<file path="src/rtl/bus_demux.sv">
// Single-initiator bus demultiplexer: routes each transaction to target A, target B, or an error response.
// Optional target-wait timeout is enabled by defining BUS_DEMUX_TIMEOUT_EN.
module bus_demux #(
    parameter logic [31:0] PA_BASE        = 32'h0000_0000,
    parameter logic [31:0] PA_MASK        = 32'hF000_0000,
    parameter logic [31:0] PB_BASE        = 32'h1000_0000,
    parameter logic [31:0] PB_MASK        = 32'hF000_0000,
    parameter logic [7:0]  TIMEOUT_CYCLES = 8'd255
) (
    input  logic        i_clock,
    input  logic        i_reset,
    // initiator side
    input  logic        i_bus_rw,
    input  logic        i_bus_request,
    output logic        o_bus_ready,
    input  logic [31:0] i_bus_address,
    output logic [31:0] o_bus_rdata,
    input  logic [31:0] i_bus_wdata,
    output logic        o_bus_error,
    // target A
    output logic        o_pa_rw,
    output logic        o_pa_request,
    output logic [31:0] o_pa_address,
    output logic [31:0] o_pa_wdata,
    input  logic        i_pa_ready,
    input  logic [31:0] i_pa_rdata,
    // target B
    output logic        o_pb_rw,
    output logic        o_pb_request,
    output logic [31:0] o_pb_address,
    output logic [31:0] o_pb_wdata,
    input  logic        i_pb_ready,
    input  logic [31:0] i_pb_rdata
);

    typedef enum logic [2:0] {
        IDLE,
        PA,
        PB,
        ERR,
        RELEASE
    } state_t;

    // The target command registers double as the latched copy of the transaction.
    typedef struct packed {
        logic        rw;
        logic        request;
        logic [31:0] address;
        logic [31:0] wdata;
    } tgt_cmd_t;

    state_t      state_q, state_d;
    tgt_cmd_t    pa_q, pa_d;
    tgt_cmd_t    pb_q, pb_d;
    logic        ready_q, ready_d;
    logic        error_q, error_d;
    logic [31:0] rdata_q, rdata_d;

    logic hit_a;
    logic hit_b;

    assign hit_a = (i_bus_address & PA_MASK) == PA_BASE;
    assign hit_b = (i_bus_address & PB_MASK) == PB_BASE;

`ifdef BUS_DEMUX_TIMEOUT_EN
    logic [7:0] wait_cnt_q, wait_cnt_d;
    logic       timeout_hit;

    // Fires on the waiting cycle that brings the count up to the limit.
    assign timeout_hit = ({1'b0, wait_cnt_q} + 9'd1) >= {1'b0, TIMEOUT_CYCLES};
`endif

    // NOTE: every signal written here gets a default first, so no path leaves one unassigned (no latches).
    always_comb begin
        state_d = state_q;
        pa_d    = pa_q;
        pb_d    = pb_q;
        ready_d = 1'b0;
        error_d = 1'b0;
        rdata_d = '0;
`ifdef BUS_DEMUX_TIMEOUT_EN
        wait_cnt_d = wait_cnt_q;
`endif

        case (state_q)
            IDLE: begin
                if (i_bus_request) begin
                    if (hit_a) begin
                        pa_d.rw      = i_bus_rw;
                        pa_d.request = 1'b1;
                        pa_d.address = i_bus_address;
                        pa_d.wdata   = i_bus_wdata;
                        state_d      = PA;
                    end else if (hit_b) begin
                        pb_d.rw      = i_bus_rw;
                        pb_d.request = 1'b1;
                        pb_d.address = i_bus_address;
                        pb_d.wdata   = i_bus_wdata;
                        state_d      = PB;
                    end else begin
                        state_d = ERR;
                    end
`ifdef BUS_DEMUX_TIMEOUT_EN
                    wait_cnt_d = '0;
`endif
                end
            end

            PA: begin
                if (i_pa_ready) begin
                    pa_d    = '0;
                    ready_d = 1'b1;
                    rdata_d = pa_q.rw ? '0 : i_pa_rdata;
                    state_d = RELEASE;
                end
`ifdef BUS_DEMUX_TIMEOUT_EN
                else if (timeout_hit) begin
                    pa_d    = '0;
                    ready_d = 1'b1;
                    error_d = 1'b1;
                    state_d = RELEASE;
                end else begin
                    wait_cnt_d = wait_cnt_q + 8'd1;
                end
`endif
            end

            PB: begin
                if (i_pb_ready) begin
                    pb_d    = '0;
                    ready_d = 1'b1;
                    rdata_d = pb_q.rw ? '0 : i_pb_rdata;
                    state_d = RELEASE;
                end
`ifdef BUS_DEMUX_TIMEOUT_EN
                else if (timeout_hit) begin
                    pb_d    = '0;
                    ready_d = 1'b1;
                    error_d = 1'b1;
                    state_d = RELEASE;
                end else begin
                    wait_cnt_d = wait_cnt_q + 8'd1;
                end
`endif
            end

            ERR: begin
                ready_d = 1'b1;
                error_d = 1'b1;
                state_d = RELEASE;
            end

            RELEASE: begin
                // Hold off until the initiator drops its request, so one request gives one transaction.
                if (!i_bus_request) begin
                    state_d = IDLE;
                end
            end

            default: state_d = IDLE;
        endcase
    end

    // NOTE: state is updated with non-blocking assignments so all registers see pre-edge values.
    always_ff @(posedge i_clock or negedge i_reset) begin
        if (!i_reset) begin
            state_q <= IDLE;
            pa_q    <= '0;
            pb_q    <= '0;
            ready_q <= 1'b0;
            error_q <= 1'b0;
            rdata_q <= '0;
        end else begin
            state_q <= state_d;
            pa_q    <= pa_d;
            pb_q    <= pb_d;
            ready_q <= ready_d;
            error_q <= error_d;
            rdata_q <= rdata_d;
        end
    end

`ifdef BUS_DEMUX_TIMEOUT_EN
    always_ff @(posedge i_clock or negedge i_reset) begin
        if (!i_reset) begin
            wait_cnt_q <= '0;
        end else begin
            wait_cnt_q <= wait_cnt_d;
        end
    end
`endif

    assign o_bus_ready  = ready_q;
    assign o_bus_error  = error_q;
    assign o_bus_rdata  = rdata_q;

    assign o_pa_rw      = pa_q.rw;
    assign o_pa_request = pa_q.request;
    assign o_pa_address = pa_q.address;
    assign o_pa_wdata   = pa_q.wdata;

    assign o_pb_rw      = pb_q.rw;
    assign o_pb_request = pb_q.request;
    assign o_pb_address = pb_q.address;
    assign o_pb_wdata   = pb_q.wdata;

endmodule

</file>
<file path="config.mk">
export PLATFORM = sky130hd
export DESIGN_NAME = bus_demux
export DESIGN_NICKNAME = d
export VERILOG_FILES = /design/src/rtl/bus_demux.sv
export SDC_FILE = /design/constraint.sdc
export NUM_CORES = 1
export LEC_CHECK = 0
export BUFFER_PORTS_ARGS = -buffer_cell sky130_fd_sc_hd__buf_4
export CAP_MARGIN = 20
export CORE_MARGIN = 3
export CORE_UTILIZATION = 38
export DETAILED_ROUTE_END_ITERATION = 10
export GPL_TIMING_DRIVEN = 0
export PLACE_DENSITY = 0.66
export SYNTH_ARGS = -nofsm -noshare
export SYNTH_HDL_FRONTEND = slang
export SYNTH_SLANG_ARGS = --single-unit
export TNS_END_PERCENT = 20
</file>
<file path="constraint.sdc">
create_clock -name i_clock -period 1.65 [get_ports i_clock]
set_input_delay 0.165 -clock i_clock [delete_from_list [all_inputs] [get_ports i_clock]]
set_output_delay 0.165 -clock i_clock [all_outputs]
set_load 0.01 [all_outputs]
</file>
==> impl_metrics.env <==
export IMPL_outcome="complete, no violations"
export IMPL_placed_cells=1104
export IMPL_synthTopCellsByArea="dfrtp_1 (62%), mux2i_1 (18%), nand2_1 (7.2%)"
export IMPL_ioPinCount=300
export IMPL_min_path_cells=3
export IMPL_clockBufferDepth=2
export IMPL_grt_pass1_wl_mm=33.5
export IMPL_gp_congestion=0.811
export IMPL_viasPerCell=4.68
export IMPL_grt_pass1_vias=6075
export IMPL_wl_per_cell_um=17.5
export IMPL_ys_seq_area_share_pct=62.0
export IMPL_maxCapViolCount=0
export IMPL_syn_area_mm2=0.00682
export IMPL_required_ns=1.97
export IMPL_finalHoldViolCount=0
export IMPL_worst_hold_path_endpoint="o_pb_wdata[20]"
export IMPL_clk_pin_slew_worst_paths_ns=0.06
export IMPL_finClkSkew_ns=0.0114
export IMPL_die_x_um=140
export IMPL_synth_seq_cells=169
export IMPL_start_util_pct=39.2
export IMPL_period_share_pct=96.9
export IMPL_cp_max_fo=10
export IMPL_yosys_warnings=0
export IMPL_clock_latency_ns=0.42
export IMPL_grt_util_all_layers_pct=21.9
export IMPL_slew_headroom_pct=58.8
export IMPL_min_from="i_bus_wdata[20]"
export IMPL_vias=5727
export IMPL_power_density_mw_per_mm2=1370
export IMPL_cts_root_buf="clkbuf_16"
export IMPL_antenna_found_initial=0
export IMPL_peakVddDrop_mv=0.738
export IMPL_worst_slack_ns=0.0506
export IMPL_tightest_slew_ns=0.612
export IMPL_diodes=0
export IMPL_fillers=1415
export IMPL_min_period_ns=1.60
export IMPL_ant_nets=0
export IMPL_syn_inst=579
export IMPL_crit_type="flop to flop"
export IMPL_synth_area_per_cell_um2=11.8
export IMPL_synth_top_area_share_pct=62.0
export IMPL_p_leak_nw=6.60
export IMPL_placed_area_mm2=0.00939
export IMPL_slew_viol_final=0
export IMPL_r2r_slack_ns=0.05
export IMPL_end_kind="flop"
export IMPL_crit_reg2reg_launch="state_q[2]"
export IMPL_final_cell_count_no_fill=1224
export IMPL_fmax_mhz=625
export IMPL_rsz0062_at_grt="yes"
export IMPL_route_detailed_drc=0
export IMPL_dr_pass1_iters=4
export IMPL_layout_commonest_cell="buf_4"
export IMPL_ff2ff_path_depth=4
export IMPL_dpl_hpwl_mm=15.3
export IMPL_routed_wl_mm=21.4
export IMPL_pre_cts_slack_ns=-0.244
export IMPL_cts_buffers_inserted=17
export IMPL_die_area_mm2=0.0196
export IMPL_grt_remaining_overflow=0
export IMPL_drive_above_1_share_pct=37.5
export IMPL_cts_sinks=169
export IMPL_crit_path_start_kind="flop"
export IMPL_nets=1121
export IMPL_grt_max_degree=101
export IMPL_cts_tree="done"
export IMPL_min_path_type="primary input to flop"
export IMPL_ys_types=24
export IMPL_h_tree_depth=4
export IMPL_r2r_end="o_bus_rdata[27]"
export IMPL_row_count=48
export IMPL_port_buffer_count=299
export IMPL_area_growth_syn_to_layout_pct=61.3
export IMPL_cp_arrival_ns=1.92
export IMPL_core_area_mm2=0.0174
export IMPL_die_height_um=140
export IMPL_final_area_mm2=0.0110
export IMPL_total_power_w=0.0151
export IMPL_syn_nets=713
export IMPL_setup_violations=0
export IMPL_setup_tns_ns=0
export IMPL_drt_iter0_drc=190
export IMPL_final_cell_mix="buf_4 (301), dfrtp_1 (167), nand2_1 (129)"
export IMPL_yosysTopAreaCell="dfrtp_1"
## metrics by stage
step,hold WS (ns),utilization (%)
3_5_place_dp,0.164,53.9
6_report,0.0133,63.2
3_3_place_gp,0.386,53.7
2_1_floorplan,-0.131,-
5_1_grt,0.00227,63.2
4_1_cts,0.000473,62.8
## cells by family after synthesis
kind of cell / after synthesis / share of synthesized area (%)
AND/OR/NAND/NOR: 151 / 9.15
flip-flops: 169 / 62.0
AO/OA/AOI/OAI: 39 / 4.84
buffers and inverters: 98 / 6.14
multiplexers: 122 / 17.9
## final cells by class
| cell class | count | area, um2 | area share, % |
|---|---|---|---|
| buffer | 35 | 246 | 2.24 |
| sequential | 169 | 4230 | 38.4 |
| tap | 225 | 282 | 2.56 |
| multi-input combinational | 312 | 2250 | 20.4 |
| clock inverter | 11 | 146 | 1.33 |
| timing repair buffer | 389 | 3160 | 28.7 |
| clock buffer | 20 | 457 | 4.15 |
| inverter | 63 | 236 | 2.15 |
## timing repair
action / CTS / global route
hold endpoints to repair: 133 / 1
hold buffers: 86 / 1
gates resized for setup: 27 / 20
endpoints found under the setup margin: 109 / 119
pin swaps: 0 / 1
setup buffers: 0 / 2
## worst max-delay path by stage
stage	startpoint	endpoint	slack, ns
2_1_floorplan	state_q[0]	o_pa_address[0]	0.15
3_3_place_gp	i_reset	o_pa_address[20]	-0.62
3_5_place_dp	state_q[2]	o_bus_rdata[13]	-0.24
4_1_cts	state_q[2]	o_pa_wdata[24]	0.002
5_1_grt	state_q[0]	o_pb_wdata[27]	-0.02
6_report	state_q[2]	o_bus_rdata[27]	0.05
## critical path: stages, from the launching register on
cell and delay [ns]:
dfrtp_2 0.47, nand4bb_4 0.31, nor2_4 0.18, buf_2 0.25
a22o_1 0.30
## cell usage after synthesis
library cell	instances
a21boi_0	1
a21boi_1	1
a21oi_1	1
a22o_1	32
a31o_2	1
and3_1	7
buf_2	17
buf_6	4
clkbuf_1	14
dfrtp_1	169
inv_1	63
mux2i_1	122
nand2_1	130
nand2b_1	1
nand3_1	1
nand4bb_1	2
nor2_1	4
nor2b_1	2
nor3_1	2
nor4_1	1
nor4b_2	1
o21a_1	1
o21ai_0	1
o22a_1	1
## power by group
group	switching, W	internal (W)	leakage [nW]
sequential	0.000679	0.00530	2.31
clock	0.00162	0.00246	0.292
combinational	0.00244	0.00257	4.00
## state kept, by name, summed over array words and instances, names as in the netlist, 3 cells and up
register / cells
state_q: 3
o_bus_rdata: 32
o_pb_address: 32
o_pa_wdata: 32
o_pa_address: 32
o_pb_wdata: 32
## metal layers
metal	up-vias	global-route usage, %	part of all wire [%]
met5	-	0	0
met4	0	6.63	2.2
met3	30	7.27	7.3
met2	233	38.0	52
met1	2759	25.8	39
li1	2705	-	-
(Power assumes the default switching activity.)
